==> src/rtl/gbdt_node_loader.sv <==
// gbdt_node_loader: host-side writer for the GBDT node RAM image.
// It takes a stream of tree headers and node words, and fills in the leaf
// linkage fields (next_tree, is_last_tree). It then writes the packed words to
// consecutive RAM addresses starting at 0.
//
// Input handshake: a beat transfers on a clock edge where in_valid and in_ready
// are both high. in_ready is combinational from state, eng_idle and load_err.
// The source holds in_valid, in_hdr and in_data stable until the beat transfers.
module gbdt_node_loader #(
    parameter int ADDR_W    = 14,
    parameter int DATA_W    = 32,
    parameter int MAX_NODES = 16384
) (
    input  logic              gbdt_clk,
    input  logic              gbdt_rst,
    input  logic              load_start,
    input  logic              eng_idle,
    input  logic              in_valid,
    output logic              in_ready,
    input  logic              in_hdr,
    input  logic [DATA_W-1:0] in_data,
    output logic              ram_we,
    output logic [ADDR_W-1:0] ram_addr,
    output logic [DATA_W-1:0] ram_wdata,
    output logic              busy,
    output logic              load_done,
    output logic              load_err,
    output logic [1:0]        dbg_state
);

    localparam logic [1:0] ST_IDLE  = 2'd0;
    localparam logic [1:0] ST_HDR   = 2'd1;
    localparam logic [1:0] ST_NODES = 2'd2;

    // The sum width leaves headroom so that base+cnt never wraps before the
    // overflow and child-range compares.
    localparam int SW = ADDR_W + 2;
    localparam logic [SW-1:0] MAX_V = SW'(MAX_NODES);

    logic [1:0]        state_q, state_d;
    logic [ADDR_W:0]   wr_ptr_q, wr_ptr_d;       // reaches MAX_NODES after the final write
    logic [ADDR_W:0]   tree_base_q, tree_base_d;
    logic [13:0]       cnt_q, cnt_d;
    logic [13:0]       remaining_q, remaining_d;
    logic              last_q, last_d;
    logic              ram_we_q, ram_we_d;
    logic [ADDR_W-1:0] ram_addr_q, ram_addr_d;
    logic [DATA_W-1:0] ram_wdata_q, ram_wdata_d;
    logic              done_pend_q, done_pend_d; // final write issued; load_done follows the write cycle
    logic              load_done_q, load_done_d;
    logic              load_err_q, load_err_d;

    logic              accept;
    logic [13:0]       hdr_cnt;
    logic              hdr_last;
    logic [SW-1:0]     hdr_end;
    logic [SW-1:0]     tree_end;
    logic [SW-1:0]     child_l;
    logic [SW-1:0]     child_r;
    logic              child_bad;
    logic [ADDR_W-1:0] next_tree;
    logic [DATA_W-1:0] node_word;

    // Combinational outputs and datapath helpers for the current beat.
    always_comb begin
        in_ready  = (state_q == ST_HDR || state_q == ST_NODES) && eng_idle && !load_err_q;
        accept    = in_valid && in_ready;
        hdr_cnt   = in_data[13:0];
        hdr_last  = in_data[14];
        hdr_end   = SW'(wr_ptr_q) + SW'(hdr_cnt);
        tree_end  = SW'(tree_base_q) + SW'(cnt_q);
        // Children are relative to the node's own address; both must stay inside this tree.
        child_l   = SW'(wr_ptr_q) + SW'(in_data[14:8]);
        child_r   = SW'(wr_ptr_q) + SW'(in_data[7:1]);
        child_bad = !in_data[0] && ((child_l >= tree_end) || (child_r >= tree_end));
        next_tree = last_q ? '0 : tree_end[ADDR_W-1:0];
        // Leaf: keep leaf_val and replace the low half with the linkage fields.
        node_word = in_data[0] ? {in_data[31:16], next_tree, last_q, 1'b1} : in_data;
    end

    // Next-state logic: the FSM, the pointers and the registered RAM write port.
    always_comb begin
        state_d     = state_q;
        wr_ptr_d    = wr_ptr_q;
        tree_base_d = tree_base_q;
        cnt_d       = cnt_q;
        remaining_d = remaining_q;
        last_d      = last_q;
        ram_we_d    = 1'b0;
        ram_addr_d  = ram_addr_q;
        ram_wdata_d = ram_wdata_q;
        done_pend_d = 1'b0;
        load_done_d = done_pend_q;
        load_err_d  = load_err_q;
        case (state_q)
            ST_IDLE: begin
                if (load_start) begin
                    state_d     = ST_HDR;
                    wr_ptr_d    = '0;
                    tree_base_d = '0;
                    load_err_d  = 1'b0;
                end
            end
            ST_HDR: begin
                if (accept) begin
                    if (!in_hdr || hdr_cnt == 14'd0 || hdr_end > MAX_V) begin
                        load_err_d = 1'b1;
                        state_d    = ST_IDLE;
                    end else begin
                        cnt_d       = hdr_cnt;
                        last_d      = hdr_last;
                        tree_base_d = wr_ptr_q;
                        remaining_d = hdr_cnt;
                        state_d     = ST_NODES;
                    end
                end
            end
            ST_NODES: begin
                if (accept) begin
                    if (in_hdr || child_bad) begin
                        load_err_d = 1'b1;
                        state_d    = ST_IDLE;
                    end else begin
                        ram_we_d    = 1'b1;
                        ram_addr_d  = wr_ptr_q[ADDR_W-1:0];
                        ram_wdata_d = node_word;
                        wr_ptr_d    = wr_ptr_q + (ADDR_W+1)'(1);
                        remaining_d = remaining_q - 14'd1;
                        if (remaining_q == 14'd1) begin
                            if (last_q) begin
                                state_d     = ST_IDLE;
                                done_pend_d = 1'b1;
                            end else begin
                                state_d = ST_HDR;
                            end
                        end
                    end
                end
            end
            default: state_d = ST_IDLE;
        endcase
    end

    // State and output registers with asynchronous reset.
    always_ff @(posedge gbdt_clk or posedge gbdt_rst) begin
        if (gbdt_rst) begin
            state_q     <= ST_IDLE;
            wr_ptr_q    <= '0;
            tree_base_q <= '0;
            cnt_q       <= '0;
            remaining_q <= '0;
            last_q      <= 1'b0;
            ram_we_q    <= 1'b0;
            ram_addr_q  <= '0;
            ram_wdata_q <= '0;
            done_pend_q <= 1'b0;
            load_done_q <= 1'b0;
            load_err_q  <= 1'b0;
        end else begin
            state_q     <= state_d;
            wr_ptr_q    <= wr_ptr_d;
            tree_base_q <= tree_base_d;
            cnt_q       <= cnt_d;
            remaining_q <= remaining_d;
            last_q      <= last_d;
            ram_we_q    <= ram_we_d;
            ram_addr_q  <= ram_addr_d;
            ram_wdata_q <= ram_wdata_d;
            done_pend_q <= done_pend_d;
            load_done_q <= load_done_d;
            load_err_q  <= load_err_d;
        end
    end

    assign ram_we    = ram_we_q;
    assign ram_addr  = ram_addr_q;
    assign ram_wdata = ram_wdata_q;
    assign busy      = (state_q != ST_IDLE);
    assign load_done = load_done_q;
    assign load_err  = load_err_q;
    assign dbg_state = state_q;

endmodule

==> config.mk <==
export PLATFORM = sky130hd
export DESIGN_NAME = gbdt_node_loader
export DESIGN_NICKNAME = d
export VERILOG_FILES = /design/src/rtl/gbdt_node_loader.sv
export SDC_FILE = /design/constraint.sdc
export NUM_CORES = 1
export LEC_CHECK = 0
export BUFFER_PORTS_ARGS = -buffer_cell sky130_fd_sc_hd__buf_2
export CORE_AREA = 2 2 111 221
export CTS_CLUSTER_DIAMETER = 150
export DETAILED_ROUTE_END_ITERATION = 8
export DIE_AREA = 0 0 113 223
export SLEW_MARGIN = 10
export SYNTH_ARGS = -nofsm -noshare
export SYNTH_HDL_FRONTEND = slang
export SYNTH_SLANG_ARGS = --single-unit
==> constraint.sdc <==
create_clock -name gbdt_clk -period 4.55 [get_ports gbdt_clk]
set_clock_uncertainty 0.05 [all_clocks]
set_input_delay 0 -clock gbdt_clk [delete_from_list [all_inputs] [get_ports gbdt_clk]]
set_output_delay 0 -clock gbdt_clk [all_outputs]
set_load 0.1 [all_outputs]
# Word-level counts from Yosys, hierarchy flattened
# Cells that the tools add are included.
# word_totals
reg_bits,111
in_bits,38
out_inout_bits,53
word_cells,96
# classes
n_addsub,6
magnitude_cmp,3
eq_ne,11
n_mux,36
n_bitwise,2
reduce_logical,26
# ops
cell,n
15-bit two-way mux,5
14-bit two-way mux,5
15-bit one-hot mux with 2 select lines,2
15-bit by 14-bit adder with 16-bit output,2
15-bit by 7-bit adder with 16-bit output,2
16-bit greater-or-equal comparator,2
14-bit one-hot mux with 2 select lines,1
"16-bit by 15-bit greater-than comparator with 1-bit output, second input constant",1
16-bit two-way mux,1
"15-bit by 1-bit adder with 15-bit output, second input constant",1
"14-bit by 1-bit == test with 1-bit output, second input constant",1
14-bit logical NOT,1
1-bit two-way mux,14
"14-bit by 1-bit subtractor with 14-bit output, second input constant",1
2-bit two-way mux,6
4-bit AND reduction,3
"2-bit inequality test, second input constant",5
2-bit nonzero test,4
2-bit one-hot mux with 3 select lines,1
3-bit AND reduction,2
6-bit AND reduction,1
1-bit logical OR,5
5-bit AND reduction,1
1-bit logical AND,4
other kinds (9),13

# Longest topological paths before layout
# Gate-level depths: netlist of run 1.
# depth
depth_word,8
mapped_depth,25
depth_no_buf,22

# Worst setup path before layout of run 1
# No wires, ideal clock.
# synth_timing
path_kind,reg2reg
from,register tree_base_q[7]
to,register ram_addr_q[0] (netlist: ram_addr[0])
setup_time_ns,0.128
t_arrival_ns,4.702
t_required_ns,4.372
path_slack_ns,-0.330
stages_incl_launch_ff,23
path_buffers,2
synth_period_minus_slack_ns,4.880
path_cell_list,dfrtp_1 ha_1 a21o_1 a21o_1 or3_1 and4_4 buf_6 o21a_1 o21ai_0 nand2b_1 a21oi_1 xor2_1 ha_1 and4_1 a2111oi_0 o21ai_0 a21oi_1 and2_1 a22o_2 a21oi_2 nor3_4 buf_2 mux2_1
# synth_via
elab_chain_len,7
elab_cells_between_ends,8
classes_between,add/sub (1); order compare (2); bitwise (1); reduce/logical (4)
# synth_lines
element,line_no,rtl
from (decl),42,"logic [ADDR_W:0] tree_base_q, tree_base_d;"
from (signal assigned),162,tree_base_q <= tree_base_d;
15-bit by 14-bit adder with 16-bit output (*),71,tree_end = SW'(tree_base_q) + SW'(cnt_q);
16-bit greater-or-equal comparator,75,child_bad = !in_data[0] && ((child_l >= tree_end) || (child_r >= tree_end));
1-bit logical OR (*),75,
1-bit logical AND (*),75,
1-bit logical OR (*),120,if (in_hdr || child_bad) begin
1-bit NOT (no line) (*),--,
3-bit AND reduction (no line) (*),--,
to (signal assigned),167,ram_addr_q <= ram_addr_d;
to (decl),47,"logic [ADDR_W-1:0] ram_addr_q, ram_addr_d;"
# Every way passes the cells marked *; elsewhere a longest branch is shown, timed or not.
# A chain may end at the register's enable or synchronous reset.

# Worst setup path after layout of run 1
# layout_timing
from,register cnt_q[0]
to,register wr_ptr_q[12]
# layout_via
elab_chain_len,7
elab_cells_between_ends,8
classes_between,add/sub (1); order compare (2); eq/ne (1); reduce/logical (4)
# layout_lines
element,line_no,rtl
from (decl),43,"logic [13:0] cnt_q, cnt_d;"
from (signal assigned),163,cnt_q <= cnt_d;
15-bit by 14-bit adder with 16-bit output (*),71,
16-bit greater-or-equal comparator,75,
1-bit logical OR (*),75,
1-bit logical AND (*),75,
1-bit logical OR (*),120,
2-bit inequality test (no line) (*),--,
4-bit AND reduction (no line) (*),--,
to (signal assigned),161,wr_ptr_q <= wr_ptr_d;
to (decl),41,"logic [ADDR_W:0] wr_ptr_q, wr_ptr_d;"
# Marked as above.

==> results.cfg, run 1 <==
[detailed_routing]
drt_pass1_iterations = 7
dr_total_vias = 7929
wl_per_cell_um = 20.5
drc = 13
wl_um = 28400
drt-initial-drc-count = 597
vias_per_cell = 5.72
ant_nets = 0

[power_and_ir_drop]
ir_worst_vdd_mv = 0.284
combPwrFrac_pct = 60.2
total_power_mw = 5.57
switching_share_pct = 48.8
sequentialPowerShare_pct = 25.7
leakage_nw = 5.12
p_per_area_nw_per_um2 = 514
internal_power_mw = 2.85
clockPowerShare_pct = 14.1
switchingPower_mw = 2.72

[sta]
period_minus_slack_ns = 4.73
setup_viol_count_final = 70
finalHoldViolCount = 0
rsz0062_at_grt = yes
relSlewSlack_pct = 42.0
slew_viol_final = 0
maxClockFrequency_mhz = 212
tightest_slew_ns = 0.871
setup_ws_ns = -0.177
min_period_over_period_pct = 104
fin_setup_tns_ns = -7.48

[synth]
syn_area_per_cell_um2 = 9.13
synthAdderAreaFrac_pct = 13.1
synth_seq_cells = 111
synth_edf_count = 0
synth_compound_area_share_pct = 19.0
synthesis.area_um2 = 8140
synthCells = 892
async_reset_ff_share_pct = 100
ys.flop_type = dfrtp_1
yosysSeqAreaShare_pct = 34.1
synth_top_family_by_area = compound AO/OA/AOI/OAI gates
synth_mux_area_share_pct = 7.76
synth_xor_area_share_pct = 4.09
yosys.cell_types.count = 70
yosys_warnings = 0
synth-simple-area-share_pct = 18.1
synthesis.nets = 1013

[cts]
worst_skew_pair.late_latency_ns = 0.37
cts_num_sinks = 111
tritoncts = done
cts_root_buf = clkbuf_16
cts_made_buffers = 9
cts.clk_slew.worst_paths_ns = 0.08
htreeDepth = 3
ctsLongestPathBuffers = 2

[status]
status = finished, violations left
violations = design-rule violations, negative setup slack

[hold_path]
hold_path.class = in -> reg
hold_depth = 2

[floorplan]
die_area_um2 = 25200
start_util_pct = 34.5
ioPinCount = 91
rows = 80
die_h_um = 223
core_area_um2 = 23600
die-width_um = 113

[setup_path]
worstRegToRegCells = 22
critPathRequiredTime_ns = 4.80
cp-end-kind = flop
crit_fanout = 6
path_class = reg -> reg
startpoint_type = flop
cp.arrival_ns = 4.97

[global_routing]
grt-ovfl-total = 0
antenna_found_initial = 0
grt_pass1_wl_um = 42900
grt.total_usage_pct = 21.8
grt_max_degree = 67
grt_pass1_vias = 7741

[cells_and_area]
nets = 1215
area_growth_pct = 33.3
num_antenna_cells = 0
layout-drive-gt1-share_pct = 31.4

[job]
cap_violations = 0

[place]
port_buffers = 90
routabilityCongestion = 0.955
hpwlAfterDp_um = 20900
## worst max-delay path: stages (launching register included)
cell and delay, ns:
dfrtp_1 0.39, ha_2 0.20, fa_2 0.35, a21oi_2 0.14
nand4b_1 0.14, nand4_1 0.12, and4_4 0.20, o21a_1 0.19
o21ai_2 0.14, nand2b_1 0.08, a21oi_2 0.14, xor2_1 0.24
ha_1 0.29, and4_4 0.17, a2111oi_4 0.27, o21ai_1 0.11
a21oi_1 0.16, and2_1 0.16, a22o_4 0.13, nand2_1 0.13
o21ba_4 0.26, or4_1 0.46, a21oi_1 0.13
## synthesized netlist by cell type (5+ instances only)
master     instances  area [um^2]
a21oi_1           79          395
nand2b_1          20          125
nand2_1           47          176
inv_1             37          139
buf_2             12         60.1
ha_1              79          988
o21ai_0           32          160
o31ai_1            5         37.5
mux2_2            22          248
nor2_1            89          334
nand4_1            9         56.3
xor2_1            17          149
mux2_1            27          304
dfrtp_1          111         2780
nor4_1            21          131
and3_1             8         50.1
or2_2              6         37.5
or3_1             15         93.8
a2111oi_0          6         52.6
a31oi_1            8         50.1
o211ai_1          15          113
xnor2_1           21          184
nand3_1           15         75.1
mux2i_1            8         80.1
o21a_1            17          128
o221ai_1           7         61.3
nor3_1            35          175
or4_1              7         52.6
nor2b_1            6         37.5
clkbuf_1          20         75.1
a21o_1            16          120
## metrics by stage
stage	hold slack [ns]	worst slack, ns	utilization, %	std cells	instance area, um^2
2_1_floorplan	0.0847	-0.153	-	892	8320
3_3_place_gp	0.166	-0.256	41.1	1327	9700
3_5_place_dp	0.174	-0.408	41.1	1327	9700
4_1_cts	0.00339	-0.0747	44.1	1373	10400
5_1_grt	0.00939	-0.394	45.9	1386	10900
6_report	0.0206	-0.177	45.9	1386	10900
## per-layer routing
layer / share of wire [%] / vias to the layer above / global-route usage, %
li1: - / 3699 / -
met1: 41 / 3813 / 27.4
met2: 49 / 329 / 37.1
met3: 5.0 / 88 / 2.55
met4: 5.1 / 0 / 9.56
met5: 0 / - / 0
## layout by cell type (no fill, tap or decap), types with 6 or more instances in the layout
cell           count
dfrtp_1          111
buf_4            100
buf_2             90
nor2_1            84
ha_1              76
a21oi_1           63
nand2_1           47
inv_1             36
nor3_1            31
mux2_4            27
o21ai_0           23
xnor2_1           20
dlygate4sd3_1     20
nand2b_1          19
nor4_1            19
o21a_1            17
mux2_2            17
a21oi_2           16
a21o_1            16
xor2_1            16
or3_1             15
o211ai_1          15
nand3_1           14
o21ai_1           10
clkbuf_16         10
buf_6             10
nand4_1            9
and3_1             8
mux2i_1            8
or4_1              7
nor2b_1            6
## worst paths after layout
path	startpoint	end	slack, ns
worst max-delay path	cnt_q[0]	wr_ptr_q[12]	-0.18
worst min-delay path	in_data[2]	cnt_q[2]	0.02
worst max register to register	cnt_q[0]	wr_ptr_q[12]	-0.18
worst min register to register	done_pend_q	load_done	0.31
max in group asynchronous	gbdt_rst	ram_wdata[31]	2.97
min in group asynchronous	gbdt_rst	ram_wdata[11]	0.32
## final cells by class
class                      count  area [um^2]
multi-input combinational    708         5620
clock buffer                   9          225
clock inverter                 7         55.1
tap                          287          359
inverter                      37          141
fill                        2235        12800
timing repair buffer         227         1670
sequential                   111         2780
## registers in the layout (all words and copies together) (netlist names)
register and flops:
ram_wdata 32, tree_base_q 15, wr_ptr_q 15, cnt_q 14, ram_addr 14, remaining_q 14
dbg_state 2, done_pend_q 1, last_q 1, load_done 1, load_err 1, ram_we 1
## repair_timing
action,CTS,global route
hold buffers,19,1
hold endpoints to repair,83,1
cloned,2,3
setup endpoints to repair,80,80
buffers inserted,10,10
pin swaps,13,29
resized for setup,32,60
## power by group through the flow
stage	registers, mW	logic [mW]	clock network, mW
after global placement	1.42	2.86	0
after detailed placement	1.43	2.91	0
after global routing	1.46	3.57	0.837
final	1.43	3.35	0.785
after floorplan	1.99	1.37	0
after CTS	1.42	3.12	0.801
## cells by family after synthesis
logic type,count (synthesis)
buf+inv,75
compound gates,235
xor+xnor,38
simple gates,293
fa+ha+maj,83
mux,57
flops,111
No activity file was read; power rests on OpenSTA's default activity.
==> inputs of run 2 (changes only) <==
- clock period: 4.55 -> 5.7 ns (I/O delays scaled with it)
==> run 2 against run 1 <==
Effect of this change:
- the flow finishes with violations (design-rule violations)
- routed wire length down 15%
- critical path depth is the same
- first-iteration DRC count is 24% lower
- maximum frequency is 12% lower
- worst setup slack improved by 0.52 ns
- sequential power decreased by 21%
- combinational power decreased by 40%
- register-to-register slack better by 0.52 ns
==> results.cfg, run 2 (synthesized netlist as in run 1, its figures left out) <==
[job]
cap_violations = 0

[cells_and_area]
multi_input_area_um2 = 5070
layout-drive-gt1-share_pct = 16.2
final_area_um2 = 9470
area_growth_pct = 16.3
largest_register_ffs = 32
fin_cells = 1286
seq_area_um2 = 2780
nFillCells = 2376
fin_util_pct = 40.1
mostFrequentLayoutCell = dfrtp_1
layout_common_cells = dfrtp_1, buf_2, nor2_1
num_antenna_cells = 0
nets = 1115

[setup_path]
cp.arrival_ns = 5.59
cp-end-kind = flop
path_class = reg -> reg
critPathRequiredTime_ns = 5.94
startpoint_type = flop
crit_fanout = 21

[global_routing]
antenna_found_initial = 0
grt_use_met3_pct = 2.58
grt-ovfl-total = 0
grt_pass1_vias = 7072
grt_busiest_layer = met2
use_met2_pct = 31.9
grt_use_met1_pct = 26.5
grt_pass1_wl_um = 38900
grt_max_degree = 57
grt.total_usage_pct = 19.4

[sta]
min_period_over_period_pct = 94.0
relSlewSlack_pct = 38.0
setup_ws_ns = 0.345
period_minus_slack_ns = 5.36
slew_viol_final = 0
setup_viol_count_final = 0
tightest_slew_ns = 0.927
finalHoldViolCount = 0
maxClockFrequency_mhz = 187
fin_setup_tns_ns = 0
whs_ns = 0.0344

[cts]
tritoncts = done
htreeDepth = 3
cts.clk_slew.worst_paths_ns = 0.08
cts_num_sinks = 111
worst_skew_pair.late_latency_ns = 0.37
post-cts-setup-buffers = 0
cts_made_buffers = 9
cts_root_buf = clkbuf_16
ctsLongestPathBuffers = 2

[place]
place_inst = 1245
place_ws_ns = 0.375
routabilityCongestion = 0.985
hpwlAfterDp_um = 18000
placed_area_um2 = 8900
port_buffers = 90

[detailed_routing]
ant_nets = 0
wl_per_cell_um = 18.8
drt-initial-drc-count = 455
dr_total_vias = 7267
vias_per_cell = 5.65
wl_um = 24200
drc = 8
drt_pass1_iterations = 7

[floorplan]
start_util_pct = 34.5
core_area_um2 = 23600
die-width_um = 113
ioPinCount = 91
die_h_um = 223
die_area_um2 = 25200
rows = 80

[status]
status = finished, violations left
violations = design-rule violations

[power_and_ir_drop]
ir_worst_vdd_mv = 0.306
total_power_mw = 3.78
leakage_nw = 4.55
p_per_area_nw_per_um2 = 399

[hold_path]
hold_path.class = in -> reg
[run 2: cell types whose count changed in the layout (fill, tap and decap cells not counted), sizes merged]
cell / change
dlygate4sd3: +5
clkinv: -2
o21ba: -2
inv: +1
buf: -102
[run 2: cell type report]
class / count / area share, %
clock buffer: 10 / 2.52
clock inverter: 6 / 0.542
inverter: 37 / 1.49
multi-input combinational: 706 / 53.6
sequential: 111 / 29.3
tap: 287 / 3.79
timing repair buffer: 129 / 8.72
[run 2: worst paths after layout]
kind / from / depth (start not counted) / endpoint / slack [ns]
worst max-delay path: tree_base_q[0] / 22 / wr_ptr_q[14] / 0.34
worst min register to register: done_pend_q / 0 / load_done / 0.30
worst min-delay path: in_data[1] / 3 / ram_wdata[1] / 0.03
max in group asynchronous: gbdt_rst / 4 / remaining_q[7] / 4.16
min in group asynchronous: gbdt_rst / 3 / ram_wdata[18] / 0.22
worst max register to register: tree_base_q[0] / 22 / wr_ptr_q[14] / 0.34
[run 2: power by group]
group	total [mW]	internal, mW	leakage (nW)	switching [mW]
logic	2.02	0.612	2.92	1.41
registers	1.13	0.973	1.49	0.154
clock network	0.631	0.317	0.146	0.314
total	3.78	1.90	4.55	1.88
[run 2: layer usage]
metal,wire [um],vias to the layer above
li1,-,3497
met1,10800,3503
met2,11600,235
met3,1220,32
met4,578,0
met5,0,-
[run 2: worst max-delay path, stage by stage (launching register included)]
cell and delay (ns):
dfrtp_1 0.39, ha_1 0.23, fa_1 0.41, a21oi_1 0.17, nand4b_1 0.16, nand4_1 0.12, and4_4 0.24, o21a_1 0.18
o21ai_1 0.17, nand2b_1 0.08, a21oi_1 0.17, xor2_1 0.22, ha_1 0.28, and4_1 0.18, a2111oi_1 0.44, o21ai_0 0.15
a21oi_1 0.18, and2_1 0.15, a22o_2 0.18, nand2_1 0.07, o21ba_2 0.35, or4_1 0.54, a21oi_1 0.15
[run 2: repair_timing]
action	CTS	global route
gates resized for setup	0	7
hold buffers	25	0
endpoints found under the hold margin	80	0
endpoints found under the setup margin	0	69
